File: config.mk
export PLATFORM = sky130hd
export DESIGN_NAME = pixel_array_ctrl
export DESIGN_NICKNAME = d
export VERILOG_FILES = /design/src/rtl/pixel_array_ctrl.sv
export SDC_FILE = /design/constraint.sdc
export NUM_CORES = 1
export LEC_CHECK = 0
export ABC_AREA = 1
export BUFFER_PORTS_ARGS = -buffer_cell sky130_fd_sc_hd__buf_4
export CAP_MARGIN = 20
export CORE_ASPECT_RATIO = 0.7
export CORE_MARGIN = 3
export CORE_UTILIZATION = 48
export CTS_CLUSTER_DIAMETER = 200
export DETAILED_ROUTE_END_ITERATION = 6
export GPL_TIMING_DRIVEN = 0
export PLACE_DENSITY_LB_ADDON = 0.2
export SLEW_MARGIN = 20
export SYNTH_ARGS = -nofsm -noshare
export SYNTH_HDL_FRONTEND = slang
export SYNTH_SLANG_ARGS = --single-unit
File: constraint.sdc
create_clock -name clk -period 1.48 [get_ports clk]
set_input_delay 0.148 -clock clk [delete_from_list [all_inputs] [get_ports clk]]
set_output_delay 0.148 -clock clk [all_outputs]
set_load 0.02 [all_outputs]
File: src/rtl/pixel_array_ctrl.sv
`default_nettype none
// ============================================================================
// Module   : pixel_array_ctrl
// Purpose  : Frame sequencer (erase/expose/convert) and row readout engine
//            that streams latched pixel bytes over a valid/ready handshake.
// Revision : 1.0  initial release
// ============================================================================
module pixel_array_ctrl #(
  parameter int ROWS           = 2,
  parameter int COLS           = 2,
  parameter int ERASE_CYCLES   = 5,
  parameter int EXPOSE_CYCLES  = 255,
  parameter int CONVERT_CYCLES = 255
) (
  input  logic                 clk,
  input  logic                 reset,
  input  logic                 start,
  output logic                 anaReset,
  output logic                 erase,
  output logic                 expose,
  output logic                 anaRamp,
  output logic [7:0]           count,
  output logic [ROWS-1:0]      read,
  input  logic [COLS*8-1:0]    pixData,
  output logic [7:0]           out_data,
  output logic                 out_valid,
  input  logic                 out_ready,
  output logic                 busy,
  output logic                 frame_done
);

  localparam int RW = (ROWS > 1) ? $clog2(ROWS) : 1;
  localparam int CW = (COLS > 1) ? $clog2(COLS) : 1;

  localparam logic [15:0]     ERASE_LAST   = 16'(ERASE_CYCLES - 1);
  localparam logic [15:0]     EXPOSE_LAST  = 16'(EXPOSE_CYCLES - 1);
  localparam logic [15:0]     CONVERT_LAST = 16'(CONVERT_CYCLES - 1);
  localparam logic [RW-1:0]   ROW_LAST     = RW'(ROWS - 1);
  localparam logic [CW-1:0]   COL_LAST     = CW'(COLS - 1);
  localparam logic [ROWS-1:0] READ_ROW0    = ROWS'(1);

  typedef enum logic [2:0] {
    S_IDLE    = 3'd0,
    S_ERASE   = 3'd1,
    S_EXPOSE  = 3'd2,
    S_CONVERT = 3'd3,
    S_RD_SEL  = 3'd4,
    S_RD_CAP  = 3'd5,
    S_RD_OUT  = 3'd6,
    S_DONE    = 3'd7
  } state_t;

  state_t             state_q;
  logic [15:0]        dur_q;
  logic [RW-1:0]      row_q;
  logic [CW-1:0]      col_q;
  logic [COLS*8-1:0]  rowbuf_q;
  logic               anaReset_q;
  logic               erase_q;
  logic               expose_q;
  logic               anaRamp_q;
  logic [7:0]         count_q;
  logic [ROWS-1:0]    read_q;
  logic [7:0]         out_data_q;
  logic               out_valid_q;
  logic               busy_q;
  logic               frame_done_q;

  logic [CW-1:0]      col_d;
  logic [RW-1:0]      row_d;

  assign col_d = col_q + CW'(1);
  assign row_d = row_q + RW'(1);

  always_ff @(posedge clk or posedge reset) begin
    if (reset) begin
      state_q      <= S_IDLE;
      dur_q        <= '0;
      row_q        <= '0;
      col_q        <= '0;
      rowbuf_q     <= '0;
      anaReset_q   <= 1'b0;
      erase_q      <= 1'b0;
      expose_q     <= 1'b0;
      anaRamp_q    <= 1'b0;
      count_q      <= '0;
      read_q       <= '0;
      out_data_q   <= '0;
      out_valid_q  <= 1'b0;
      busy_q       <= 1'b0;
      frame_done_q <= 1'b0;
    end else begin
      anaReset_q   <= 1'b1;
      frame_done_q <= 1'b0;
      case (state_q)
        S_IDLE: begin
          if (start) begin
            state_q <= S_ERASE;
            erase_q <= 1'b1;
            busy_q  <= 1'b1;
            dur_q   <= '0;
          end
        end
        S_ERASE: begin
          if (dur_q == ERASE_LAST) begin
            state_q  <= S_EXPOSE;
            erase_q  <= 1'b0;
            expose_q <= 1'b1;
            dur_q    <= '0;
          end else begin
            dur_q <= dur_q + 16'd1;
          end
        end
        S_EXPOSE: begin
          if (dur_q == EXPOSE_LAST) begin
            state_q   <= S_CONVERT;
            expose_q  <= 1'b0;
            anaRamp_q <= 1'b1;
            count_q   <= '0;
            dur_q     <= '0;
          end else begin
            dur_q <= dur_q + 16'd1;
          end
        end
        S_CONVERT: begin
          // Ramp code tracks the cycle index; 256 cycles tops out at 255.
          if (dur_q == CONVERT_LAST) begin
            state_q   <= S_RD_SEL;
            anaRamp_q <= 1'b0;
            count_q   <= '0;
            row_q     <= '0;
            read_q    <= READ_ROW0;
          end else begin
            dur_q   <= dur_q + 16'd1;
            count_q <= count_q + 8'd1;
          end
        end
        S_RD_SEL: begin
          state_q <= S_RD_CAP;
        end
        S_RD_CAP: begin
          rowbuf_q    <= pixData;
          out_data_q  <= pixData[7:0];
          out_valid_q <= 1'b1;
          col_q       <= '0;
          read_q      <= '0;
          state_q     <= S_RD_OUT;
        end
        S_RD_OUT: begin
          if (out_valid_q && out_ready) begin
            if (col_q == COL_LAST) begin
              out_valid_q <= 1'b0;
              if (row_q == ROW_LAST) begin
                state_q      <= S_DONE;
                frame_done_q <= 1'b1;
              end else begin
                row_q   <= row_d;
                read_q  <= READ_ROW0 << row_d;
                state_q <= S_RD_SEL;
              end
            end else begin
              col_q      <= col_d;
              out_data_q <= rowbuf_q[{col_d, 3'b000} +: 8];
            end
          end
        end
        S_DONE: begin
          busy_q  <= 1'b0;
          state_q <= S_IDLE;
        end
        default: begin
          state_q <= S_IDLE;
        end
      endcase
    end
  end

  assign anaReset   = anaReset_q;
  assign erase      = erase_q;
  assign expose     = expose_q;
  assign anaRamp    = anaRamp_q;
  assign count      = count_q;
  assign read       = read_q;
  assign out_data   = out_data_q;
  assign out_valid  = out_valid_q;
  assign busy       = busy_q;
  assign frame_done = frame_done_q;

endmodule
`default_nettype wire

==> impl_metrics.prom <==
# TYPE chip_impl_metric gauge
chip_impl_info{name="outcome",value="finished with violations"} 1
chip_impl_info{name="violations_in_the_final_reports",value="setup timing"} 1
chip_impl_metric{name="final_max_slew_viol_count",unit=""} 0
chip_impl_metric{name="post_drt_via_cell_ratio",unit=""} 5.40
chip_impl_metric{name="r2r.worst_path.cells",unit=""} 8
chip_impl_metric{name="syn-num-nets",unit=""} 446
chip_impl_metric{name="portion_of_total_power_attributed_to_combinational_logic",unit="%"} 4.2
chip_impl_metric{name="number_of_antenna_violating_nets_in_the_routed_design",unit=""} 0
chip_impl_info{name="cts_tree",value="yes"} 1
chip_impl_info{name="synth-main-ff-cell",value="sky130_fd_sc_hd__dfrtp_1"} 1
chip_impl_metric{name="drive_above_1_share",unit="%"} 37.6
chip_impl_metric{name="powerDensity",unit="nW/µm²"} 599
chip_impl_metric{name="synth_cell_types",unit=""} 33
chip_impl_metric{name="areaGrowthSynthToFinish",unit="%"} 40.4
chip_impl_metric{name="synth_top_area_share",unit="%"} 42.4
chip_impl_metric{name="sw_frac_of_total",unit="%"} 23.4
chip_impl_metric{name="overflow",unit=""} 0
chip_impl_metric{name="drtPass1Iterations",unit=""} 6
chip_impl_metric{name="die_area",unit="µm²"} 7670
chip_impl_metric{name="setup_viol_count_final",unit=""} 39
chip_impl_info{name="rsz_0062_raised_after_global_routing",value="yes"} 1
chip_impl_metric{name="chipHeight",unit="µm"} 74.2
chip_impl_metric{name="leak_pwr",unit="nW"} 2.24
chip_impl_metric{name="syn_area_per_cell",unit="µm²"} 7.55
chip_impl_metric{name="floorplan.die.width",unit="µm"} 103
chip_impl_metric{name="synth_enable_flop_cells",unit=""} 0
chip_impl_metric{name="postSynthCellCount",unit=""} 422
chip_impl_metric{name="vias",unit=""} 3294
chip_impl_metric{name="grt_pass1_vias",unit=""} 2740
chip_impl_metric{name="design.portCount",unit=""} 45
chip_impl_metric{name="net-switching-power",unit="W"} 0.000626
chip_impl_metric{name="timing.hold.ws",unit="ns"} 0.0698
chip_impl_metric{name="grt_use_total",unit="%"} 22.6
chip_impl_metric{name="ys_ff_latch",unit=""} 54
chip_impl_metric{name="cts.path.max_buffers",unit=""} 2
chip_impl_info{name="worst_hold_path_type",value="in -> reg"} 1
chip_impl_metric{name="clock_latency",unit="ns"} 0.32
chip_impl_metric{name="yosysWarnings",unit=""} 0
chip_impl_metric{name="dp_hpwl",unit="µm"} 5840
chip_impl_info{name="criticalPathCategory",value="reg -> reg"} 1
chip_impl_metric{name="maxCapViolations",unit=""} 0
chip_impl_metric{name="port_buffers",unit=""} 44
chip_impl_metric{name="drt-initial-drc-count",unit=""} 283
chip_impl_metric{name="coreArea",unit="µm²"} 6340
chip_impl_metric{name="worst-slew-pin-transition",unit="ns"} 0.663
chip_impl_metric{name="cp.required",unit="ns"} 1.74
chip_impl_info{name="synth_area_leader_cell",value="sky130_fd_sc_hd__dfrtp_1"} 1
chip_impl_metric{name="drt-total-wl",unit="µm"} 9530
chip_impl_info{name="synthTopCellsByCount",value="sky130_fd_sc_hd__nand2_1 (99), sky130_fd_sc_hd__dfrtp_1 (54), sky130_fd_sc_hd__inv_1 (53), sky130_fd_sc_hd__nand3_1 (52), sky130_fd_sc_hd__nor2_1 (42)"} 1
chip_impl_metric{name="maxSlewHeadroom",unit="%"} 55.8
chip_impl_metric{name="post_dp_cell_area",unit="µm²"} 3640
chip_impl_metric{name="path_max_fanout",unit=""} 6
chip_impl_metric{name="numCtsBuffers",unit=""} 5
chip_impl_metric{name="timing.fmax",unit="MHz"} 592
chip_impl_info{name="critPathCaptureType",value="flip-flop"} 1
chip_impl_metric{name="internal_power",unit="W"} 0.00205
chip_impl_metric{name="grt_max_degree",unit=""} 55
chip_impl_metric{name="clock_transition_at_the_register_clock_pins_on_the_worst_setup_and_hold_paths_after_cts",unit="ns"} 0.11
chip_impl_metric{name="fin_ws",unit="ns"} -0.209
chip_impl_metric{name="initial_antenna_violation_count",unit=""} 0
chip_impl_metric{name="drc",unit=""} 0
chip_impl_metric{name="finalCritPeriodShare",unit="%"} 114
chip_impl_info{name="yosys.cell_count.top_type",value="sky130_fd_sc_hd__nand2_1"} 1
chip_impl_metric{name="async_reset_ff_share",unit="%"} 100
chip_impl_metric{name="cp.arrival",unit="ns"} 1.95
chip_impl_metric{name="gp_routability_congestion",unit=""} 0.846
chip_impl_info{name="ctsRootBufferMaster",value="sky130_fd_sc_hd__clkbuf_8"} 1
chip_impl_metric{name="post_synth_instance_area",unit="µm²"} 3190
chip_impl_metric{name="design_area",unit="µm²"} 4470
chip_impl_metric{name="n_antenna_cell",unit=""} 0
chip_impl_metric{name="synth_seq_area_share",unit="%"} 42.4
chip_impl_metric{name="initial_core_util",unit="%"} 50.3
chip_impl_info{name="critical_path.startpoint_type",value="flip-flop"} 1
chip_impl_metric{name="layout.filler_cells",unit=""} 479
chip_impl_metric{name="grt_pass1_wl",unit="µm"} 13500
chip_impl_metric{name="power.sequential.fraction",unit="%"} 55.6
chip_impl_metric{name="detail_route.wl_per_cell",unit="µm"} 15.6
chip_impl_metric{name="ir_drop",unit="mV"} 0.423
chip_impl_metric{name="cts_sink_count",unit=""} 54
chip_impl_metric{name="clockPowerShare",unit="%"} 40.2
chip_impl_metric{name="final_nets",unit=""} 542
chip_impl_metric{name="skew",unit="ns"} 0.0120
chip_impl_metric{name="maximum_level_of_the_cts_h_tree",unit=""} 2
chip_impl_metric{name="timing_hold_violations_final",unit=""} 0
chip_impl_metric{name="period_minus_slack",unit="ns"} 1.69
chip_impl_metric{name="hold_depth",unit=""} 3
chip_impl_metric{name="rows",unit=""} 24
chip_impl_info{name="synth_top_cells_by_area",value="sky130_fd_sc_hd__dfrtp_1 (42%), sky130_fd_sc_hd__nand2_1 (12%), sky130_fd_sc_hd__nand3_1 (8.2%)"} 1
-- final cells by class --
class,instances,area [µm²],area share (%)
multi-input cells,299,1840,41.2
flip-flops and latches,54,1360,30.4
clock inverters,3,47.5,1.06
plain buffers,10,75.1,1.68
clock buffers,5,68.8,1.54
repair buffers,89,727,16.2
inverters,59,239,5.34
well taps,91,114,2.54
-- sequential cells by signal, summed over array words and instances, names as in the netlist --
name / count
anaReset: 1
anaRamp: 1
erase: 1
expose: 1
read: 2
frame_done: 1
out_valid: 1
col_q: 1
state_q: 3
count: 8
row_q: 1
dur_q: 16
out_data: 8
busy: 1
rowbuf_q: 8
-- power by group through the flow --
stage	logic [W]	clock network, W	registers [W]
2_1_floorplan	0.0000455	0	0.00152
3_3_place_gp	0.000105	0	0.00152
3_5_place_dp	0.000108	0	0.00152
4_1_cts	0.000111	0.00108	0.00149
5_1_grt	0.000125	0.00114	0.00149
6_report	0.000111	0.00108	0.00149
-- layout by cell type, fill, tap and decap left out, types with 6 or more instances in the layout --
master                     count
sky130_fd_sc_hd__buf_4        81
sky130_fd_sc_hd__o211ai_1      6
sky130_fd_sc_hd__buf_6         9
sky130_fd_sc_hd__dfrtp_1      46
sky130_fd_sc_hd__a21oi_1      10
sky130_fd_sc_hd__nand2_4       8
sky130_fd_sc_hd__nor2_1       35
sky130_fd_sc_hd__nand2_1      83
sky130_fd_sc_hd__nor2_4       12
sky130_fd_sc_hd__inv_1        47
sky130_fd_sc_hd__nand3_2       7
sky130_fd_sc_hd__a21oi_2       6
sky130_fd_sc_hd__nor2_2        6
sky130_fd_sc_hd__inv_2         7
sky130_fd_sc_hd__dfrtp_2       8
sky130_fd_sc_hd__nand2_2      12
sky130_fd_sc_hd__o21ai_0      10
sky130_fd_sc_hd__nand4_1      13
sky130_fd_sc_hd__nand3_1      45
-- layer usage --
layer / share of wire, % / track usage, %
met1: 47 / 35.5
met2: 43 / 31.6
met3: 8.0 / 4.31
met4: 1.7 / 5.89
met5: 0 / 0
-- logic make-up (layout without fill, tap and decap cells) --
logic type | after synthesis | after routing | synth area share (%)
flops | 54 | 54 | 42.4
compound gates | 53 | 53 | 10.2
buf+inv | 69 | 166 | 8.99
other cells | 1 | 1 | 0.118
xor+xnor | 4 | 4 | 1.10
simple gates | 237 | 237 | 35.6
fa+ha+maj | 4 | 4 | 1.57
-- path summary, 6_finish.rpt --
| check | from | endpoint | slack, ns |
|---|---|---|---|
| max | state_q[0] | dur_q[8] | -0.21 |
| min | pixData[13] | rowbuf_q[13] | 0.07 |
| max reg2reg | state_q[0] | dur_q[8] | -0.21 |
| min reg2reg | out_data[3] | out_data[3] | 0.50 |
| max in group asynchronous | reset | dur_q[11] | 0.53 |
| min in group asynchronous | reset | rowbuf_q[10] | 0.48 |
-- per-stage QoR --
step	setup WS [ns]	total power (W)	cells	util, %	TNS, ns
global placement	-0.715	0.00162	557	57.4	-42.33
CTS	-0.110	0.00269	586	64.7	-2.30
finish	-0.209	0.00268	610	70.6	-3.38
detailed placement	-0.228	0.00163	557	57.5	-4.65
global route	-0.288	0.00275	610	70.6	-6.23
floorplan	0.00564	0.00157	422	-	0
-- repair_timing --
item                       in CTS  in global routing
gates resized for setup        48                 52
hold buffers                    1                  0
setup buffers                  19                 24
hold endpoints to repair       54                  0
pin swaps                      20                 24
setup endpoints to repair      40                 52
gates cloned                    1                  1
-- critical path, stage by stage, from the launching register on --
cell                      delay (ns)
sky130_fd_sc_hd__dfrtp_1        0.48
sky130_fd_sc_hd__nand2_1        0.16
sky130_fd_sc_hd__nor2_4         0.20
sky130_fd_sc_hd__buf_4          0.16
sky130_fd_sc_hd__nand3_4        0.15
sky130_fd_sc_hd__buf_6          0.18
sky130_fd_sc_hd__nand4_1        0.09
sky130_fd_sc_hd__nand2_1        0.08
sky130_fd_sc_hd__nor2_1         0.13
Note: power is estimated with default switching activity, not from simulation.
